===== config.mk =====
export PLATFORM = sky130hd
export DESIGN_NAME = command_sequencer
export DESIGN_NICKNAME = d
export VERILOG_FILES = /design/src/rtl/cmd_seq_pkg.sv /design/src/rtl/cmd_seq_store.sv /design/src/rtl/command_sequencer.sv
export SDC_FILE = /design/constraint.sdc
export NUM_CORES = 2
export LEC_CHECK = 0
export BUFFER_PORTS_ARGS = -buffer_cell sky130_fd_sc_hd__buf_4
export CAP_MARGIN = 10
export CELL_PAD_IN_SITES_DETAIL_PLACEMENT = 1
export CELL_PAD_IN_SITES_GLOBAL_PLACEMENT = 1
export CORE_MARGIN = 8
export CORE_UTILIZATION = 53
export CTS_CLUSTER_SIZE = 10
export DETAILED_ROUTE_END_ITERATION = 7
export PLACE_DENSITY_LB_ADDON = 0.12
export REMOVE_ABC_BUFFERS = 1
export SLEW_MARGIN = 10
export SYNTH_ARGS = -nofsm -noshare
export SYNTH_HDL_FRONTEND = slang
export SYNTH_SLANG_ARGS = --single-unit

===== constraint.sdc =====
create_clock -name clk -period 2 [get_ports clk]
set_input_delay 0.1 -clock clk [delete_from_list [all_inputs] [get_ports clk]]
set_output_delay 0.1 -clock clk [all_outputs]
set_load 0.02 [all_outputs]

===== src/rtl/cmd_seq_pkg.sv =====
// Shared opcodes and FSM state encoding for the command sequencer.
package cmd_seq_pkg;

    localparam logic [7:0] OP_EFB = 8'h80;
    localparam logic [7:0] OP_EF  = 8'h40;

    typedef enum logic [1:0] {
        IDLE,
        TRI,
        EFB,
        EF
    } state_e;

endpackage


===== src/rtl/cmd_seq_store.sv =====
// Triangle record store: one synchronous write port, one combinational read
// port, no reset, so contents survive a sequencer reset.
module cmd_seq_store #(
    parameter int BEAT_W = 240,
    parameter int DEPTH  = 8,
    localparam int AW    = $clog2(DEPTH)
) (
    input  logic              clk,
    input  logic              we,
    input  logic [AW-1:0]     waddr,
    input  logic [BEAT_W-1:0] wdata,
    input  logic [AW-1:0]     raddr,
    output logic [BEAT_W-1:0] rdata
);

    logic [BEAT_W-1:0] mem [DEPTH];

    always_ff @(posedge clk) begin
        if (we) mem[waddr] <= wdata;
    end

    // Same-cycle write and read of one address returns the pre-write data.
    assign rdata = mem[raddr];

endmodule


===== src/rtl/command_sequencer.sv =====
// Streams stored triangle records, then EFB and EF commands, into the command
// FIFO. Define CMD_SEQ_LOOP_EN to re-run the latched frame after each frame_done.
module command_sequencer
    import cmd_seq_pkg::*;
#(
    parameter int BEAT_W  = 240,
    parameter int BEATS   = 2,
    parameter int NUM_TRI = 4,
    parameter int CNT_W   = 7,
    localparam int AW     = $clog2(NUM_TRI*BEATS),
    localparam int TW     = $clog2(NUM_TRI+1),
    localparam int BW     = $clog2(BEATS)
) (
    input  logic              clk,
    input  logic              rst_n,
    input  logic              store_we,
    input  logic [AW-1:0]     store_addr,
    input  logic [BEAT_W-1:0] store_wdata,
    input  logic              start,
    input  logic [TW-1:0]     num_tri,
    input  logic [CNT_W-1:0]  flush_blocks,
    input  logic              cmd_full,
    input  logic              draw_next,
    output logic [BEAT_W-1:0] cmd_wrdata,
    output logic              cmd_push,
    output logic              busy,
    output logic              frame_done
);

    state_e            state;
    logic [BW-1:0]     beat;
    logic [TW-1:0]     rec;
    logic [TW-1:0]     tri_lat;
    logic [CNT_W-1:0]  efb_cnt;
    logic              efb_ready;
`ifdef CMD_SEQ_LOOP_EN
    logic [CNT_W-1:0]  efb_lat;
`endif

    logic [AW-1:0]     rd_addr;
    logic [BEAT_W-1:0] rd_data;
    logic [TW-1:0]     num_tri_clamped;
    logic              last_beat;
    logic              push;
    logic              clear_rdy;

    cmd_seq_store #(
        .BEAT_W (BEAT_W),
        .DEPTH  (NUM_TRI*BEATS)
    ) u_store (
        .clk   (clk),
        .we    (store_we),
        .waddr (store_addr),
        .wdata (store_wdata),
        .raddr (rd_addr),
        .rdata (rd_data)
    );

    assign num_tri_clamped = (num_tri > TW'(NUM_TRI)) ? TW'(NUM_TRI) : num_tri;
    assign rd_addr         = AW'(int'(rec) * BEATS + int'(beat));
    assign last_beat       = (beat == BW'(BEATS-1));
    assign push            = (state != IDLE) && !cmd_full;
    assign clear_rdy       = push && (beat == '0) && (state == EFB || state == EF);
    assign cmd_push        = push;

    always_comb begin
        cmd_wrdata = '0;
        case (state)
            TRI:     cmd_wrdata = rd_data;
            EFB:     if (beat == '0) cmd_wrdata = BEAT_W'(OP_EFB);
            EF:      if (beat == '0) cmd_wrdata = BEAT_W'(OP_EF);
            default: cmd_wrdata = '0;
        endcase
    end

    always_ff @(posedge clk or negedge rst_n) begin
        if (!rst_n) begin
            state      <= IDLE;
            beat       <= '0;
            rec        <= '0;
            tri_lat    <= '0;
            efb_cnt    <= '0;
            efb_ready  <= 1'b1;
            busy       <= 1'b0;
            frame_done <= 1'b0;
`ifdef CMD_SEQ_LOOP_EN
            efb_lat    <= '0;
`endif
        end else begin
            frame_done <= 1'b0;
            // A draw_next in the same cycle as a clear wins.
            efb_ready  <= draw_next | (efb_ready & ~clear_rdy);
            case (state)
                IDLE: begin
                    if (!busy) begin
                        if (start) begin
                            tri_lat <= num_tri_clamped;
                            efb_cnt <= flush_blocks;
                            rec     <= '0;
                            busy    <= 1'b1;
`ifdef CMD_SEQ_LOOP_EN
                            efb_lat <= flush_blocks;
`endif
                        end
                    end else if (rec < tri_lat) begin
                        state <= TRI;
                    end else if (efb_cnt != '0 && efb_ready) begin
                        state <= EFB;
                    end else if (efb_ready) begin
                        state <= EF;
                    end
                end
                default: begin
                    if (push) begin
                        if (state == EFB && beat == '0) efb_cnt <= efb_cnt - CNT_W'(1);
                        if (last_beat) begin
                            beat  <= '0;
                            state <= IDLE;
                            if (state == TRI) rec <= rec + TW'(1);
                            if (state == EF) begin
                                frame_done <= 1'b1;
`ifdef CMD_SEQ_LOOP_EN
                                rec     <= '0;
                                efb_cnt <= efb_lat;
`else
                                busy    <= 1'b0;
`endif
                            end
                        end else begin
                            beat <= beat + BW'(1);
                        end
                    end
                end
            endcase
        end
    end

endmodule

==> flow_summary.json <==
{
  "slowest_stage": "dfrtp_4",
  "io_pins": 502,
  "avgSynthCellArea_um2": 21.4,
  "cts.clk_slew.worst_paths_ns": 0.05,
  "setup_viol": 246,
  "drv_cap": 0,
  "cts-root-buf": "clkbuf_16",
  "h-tree-depth": 4,
  "hold-worst-slack_ns": 0.0661,
  "cts_inserted_buffers": 214,
  "max_clock_freq_mhz": 349,
  "max_stage_delay_ns": 0.54,
  "synth.largest_area_cell": "edfxtp_1",
  "timing.final.crit_share_pct": 143,
  "antenna_found_initial": 27,
  "synthTopCellsByArea": "edfxtp_1 78%, mux4_2 15%, nand2_1 2.5%, a21oi_1 1.7%, dfrtp_1 0.61%",
  "grt_pass1_vias": 43200,
  "met2_length_um": 102000,
  "grt_use_total_pct": 25.6,
  "clk_path_buf_depth": 3,
  "synth_seq_cells": 1939,
  "dp_hpwl_um": 117000,
  "ir_worst_vdd_mv": 0.946,
  "drive_gt1_share_pct": 37.1,
  "synthMuxAreaShare_pct": 14.7,
  "endpoint_kind": "primary output",
  "start_util_pct": 53.1,
  "syn_area_um2": 73700,
  "maxSlewHeadroom_pct": 26.5,
  "port_buffers": 501,
  "grt_pass1_wl_um": 288000,
  "powerDensity_nw_per_um2": 1290,
  "die_h_um": 389,
  "wl_met3_um": 13300,
  "seq_area_frac_synth_pct": 78.8,
  "ant_nets": 0,
  "routed.top_layer": "met5",
  "dr.pass1.iters": 5,
  "rows": 137,
  "min_path_type": "in2reg",
  "synth_compound_area_share_pct": 2.01,
  "synth_top_family_by_area": "multiplexers",
  "drtIter0Drc": 3092,
  "grt_remaining_overflow": 0,
  "layout_setup_ws_ns": -0.862,
  "met1Wirelength_um": 79400,
  "synth_xor_xnor_area_share_pct": 0.0119,
  "violations": "negative setup slack",
  "layout_commonest_cell": "edfxtp_1",
  "critPathRequiredTime_ns": 1.90,
  "synth_top_area_share_pct": 78.2,
  "final_cells": 6525,
  "fp.dieArea_um2": 151000,
  "coreArea_um2": 139000,
  "numClockSinks": 1939,
  "vias_per_cell": 5.99,
  "place_inst": 5851,
  "p_leak_uw": 0.0314,
  "areaGrowthSynthToFinish_pct": 26.6,
  "fin_nets": 4901,
  "setup.worst_path.start_class": "flop",
  "fin_total_pwr_uw": 120000,
  "synth_warnings": 0,
  "worstPathMaxFanout": 11,
  "place_ws_ns": -0.0587,
  "die_x_um": 389,
  "crit_arrival_ns": 2.76,
  "synth_adder_area_share_pct": 0.170,
  "finClkSkew_ns": 0.0104,
  "final_cell_mix": "1920 x edfxtp_1, 635 x buf_4, 478 x mux4_2",
  "synth_cell_types": 44,
  "drc": 0,
  "tightest_slew_ns": 1.10,
  "globalplace.congestion": 0.776,
  "routed_wl_um": 200000,
  "grt_max_degree": 54,
  "fillers": 11100,
  "cts_tree": "done",
  "finish.utilization_pct": 67.2,
  "clock_latency_ns": 0.82,
  "drv_slew": 0,
  "path_class": "reg2out",
  "syn_inst": 3450,
  "synth_simple_gate_area_share_pct": 2.79,
  "outcome": "finished, violations left",
  "hold_viol": 0,
  "fin_crit_ns": 2.86,
  "rsz0062_at_grt": "true",
  "path_cells": "buf_12 -> buf_4 -> buf_12 -> mux4_2 -> nand2_1 -> a21oi_1 -> buf_4",
  "routedWlPerCell_um": 30.6,
  "dr_total_vias": 39100
}
## sequential cells by signal, summed over array words and instances, names as in the netlist
name	flops
frame_done	1
state	2
efb_ready	1
efb_cnt	7
tri_lat	3
beat	1
rec	3
busy	1
u_store.mem	1920
## timing repair
| item | CTS | global route |
|---|---|---|
| hold endpoints to repair | 1990 | 0 |
| endpoints found under the setup margin | 245 | 250 |
| gates resized for setup | 81 | 170 |
| buffers inserted | 5 | 54 |
| hold buffers | 305 | 0 |
| cloned | 0 | 8 |
| pin swaps | 7 | 11 |
## layer usage
| layer | global-route usage (%) | up-vias |
|---|---|---|
| met5 | 0 | - |
| met4 | 7.15 | 12 |
| met3 | 5.88 | 277 |
| met2 | 43.3 | 1440 |
| met1 | 33.6 | 21000 |
| li1 | - | 16400 |
## cells in the mapped netlist, drive strengths merged
master      n
nor3        4
nand3       2
a21boi      2
o2bb2ai     1
nor2       16
a221oi      1
nor2b       3
o21bai      1
clkbuf     77
mux2i       2
nand4b      1
nand2     486
mux4      478
a211oi      1
buf       115
dfstp       1
nor3b       4
dfrtp      18
a41oi       1
o21ai      15
a22oi       1
nand2b      8
and4bb      1
and2        1
a31oi       1
o21a        2
a211o       1
mux2        2
a21o        1
a311oi      1
a22o        1
or3         2
xnor2       1
a21oi     251
edfxtp   1920
ha         10
inv        12
o31a        1
nand3b      1
o22a        3
## where the power goes
part / internal, uW / total, uW / switching, uW
sequential: 46300 / 46900 / 595
combinational: 18800 / 39100 / 20300
clock: 19500 / 34400 / 14900
## metrics by stage
| stage | setup TNS [ns] | instance area (um2) |
|---|---|---|
| 6_report | -185.58 | 93300 |
| 5_1_grt | -214.17 | 93300 |
| 4_1_cts | -207.40 | 92000 |
| 3_5_place_dp | -2.78 | 82700 |
| 3_3_place_gp | -1.03 | 82700 |
| 2_1_floorplan | - | 72700 |
## kinds of logic (layout without fill, tap and decap cells)
family,count (synthesis),in the layout
buffers and inverters,204,1444
xor gates and xnor gates,1,1
other,0,28
AOI/OAI and AO/OA,285,285
and+or+nand+nor,529,529
DFF,1939,1939
muxes,482,482
adders and majority gates,10,10
## path summary, 6_finish.rpt
path                             startpoint                  end  slack (ns)  depth (start not counted)
max in group asynchronous             rst_n                 beat        0.60                          3
min in group asynchronous             rst_n           efb_cnt[6]        0.60                          3
hold reg to reg                  tri_lat[2]           tri_lat[2]        0.51                          1
setup reg to reg                       beat           efb_cnt[5]       -0.09                          6
setup / recovery                       beat       cmd_wrdata[90]       -0.86                          7
hold / removal             store_wdata[208]  u_store.mem[0][208]        0.07                          2
## critical path, delay by kind of cell, from the launching register on
family	cells	cell delay, ns
buf+inv	4	0.68
flops	1	0.54
mux	1	0.34
compound gates	1	0.33
simple gates	1	0.05
## cell type report
class	count	area, um2	area share, %
antenna	28	70.1	0.0751
multi-input combinational	1307	15100	16.2
clock inverter	18	262	0.280
tap	1807	2260	2.42
timing repair buffer	1158	11900	12.7
inverter	12	52.6	0.0563
clock buffer	256	5600	6.00
sequential	1939	58100	62.3
(Power assumes the default switching activity.)
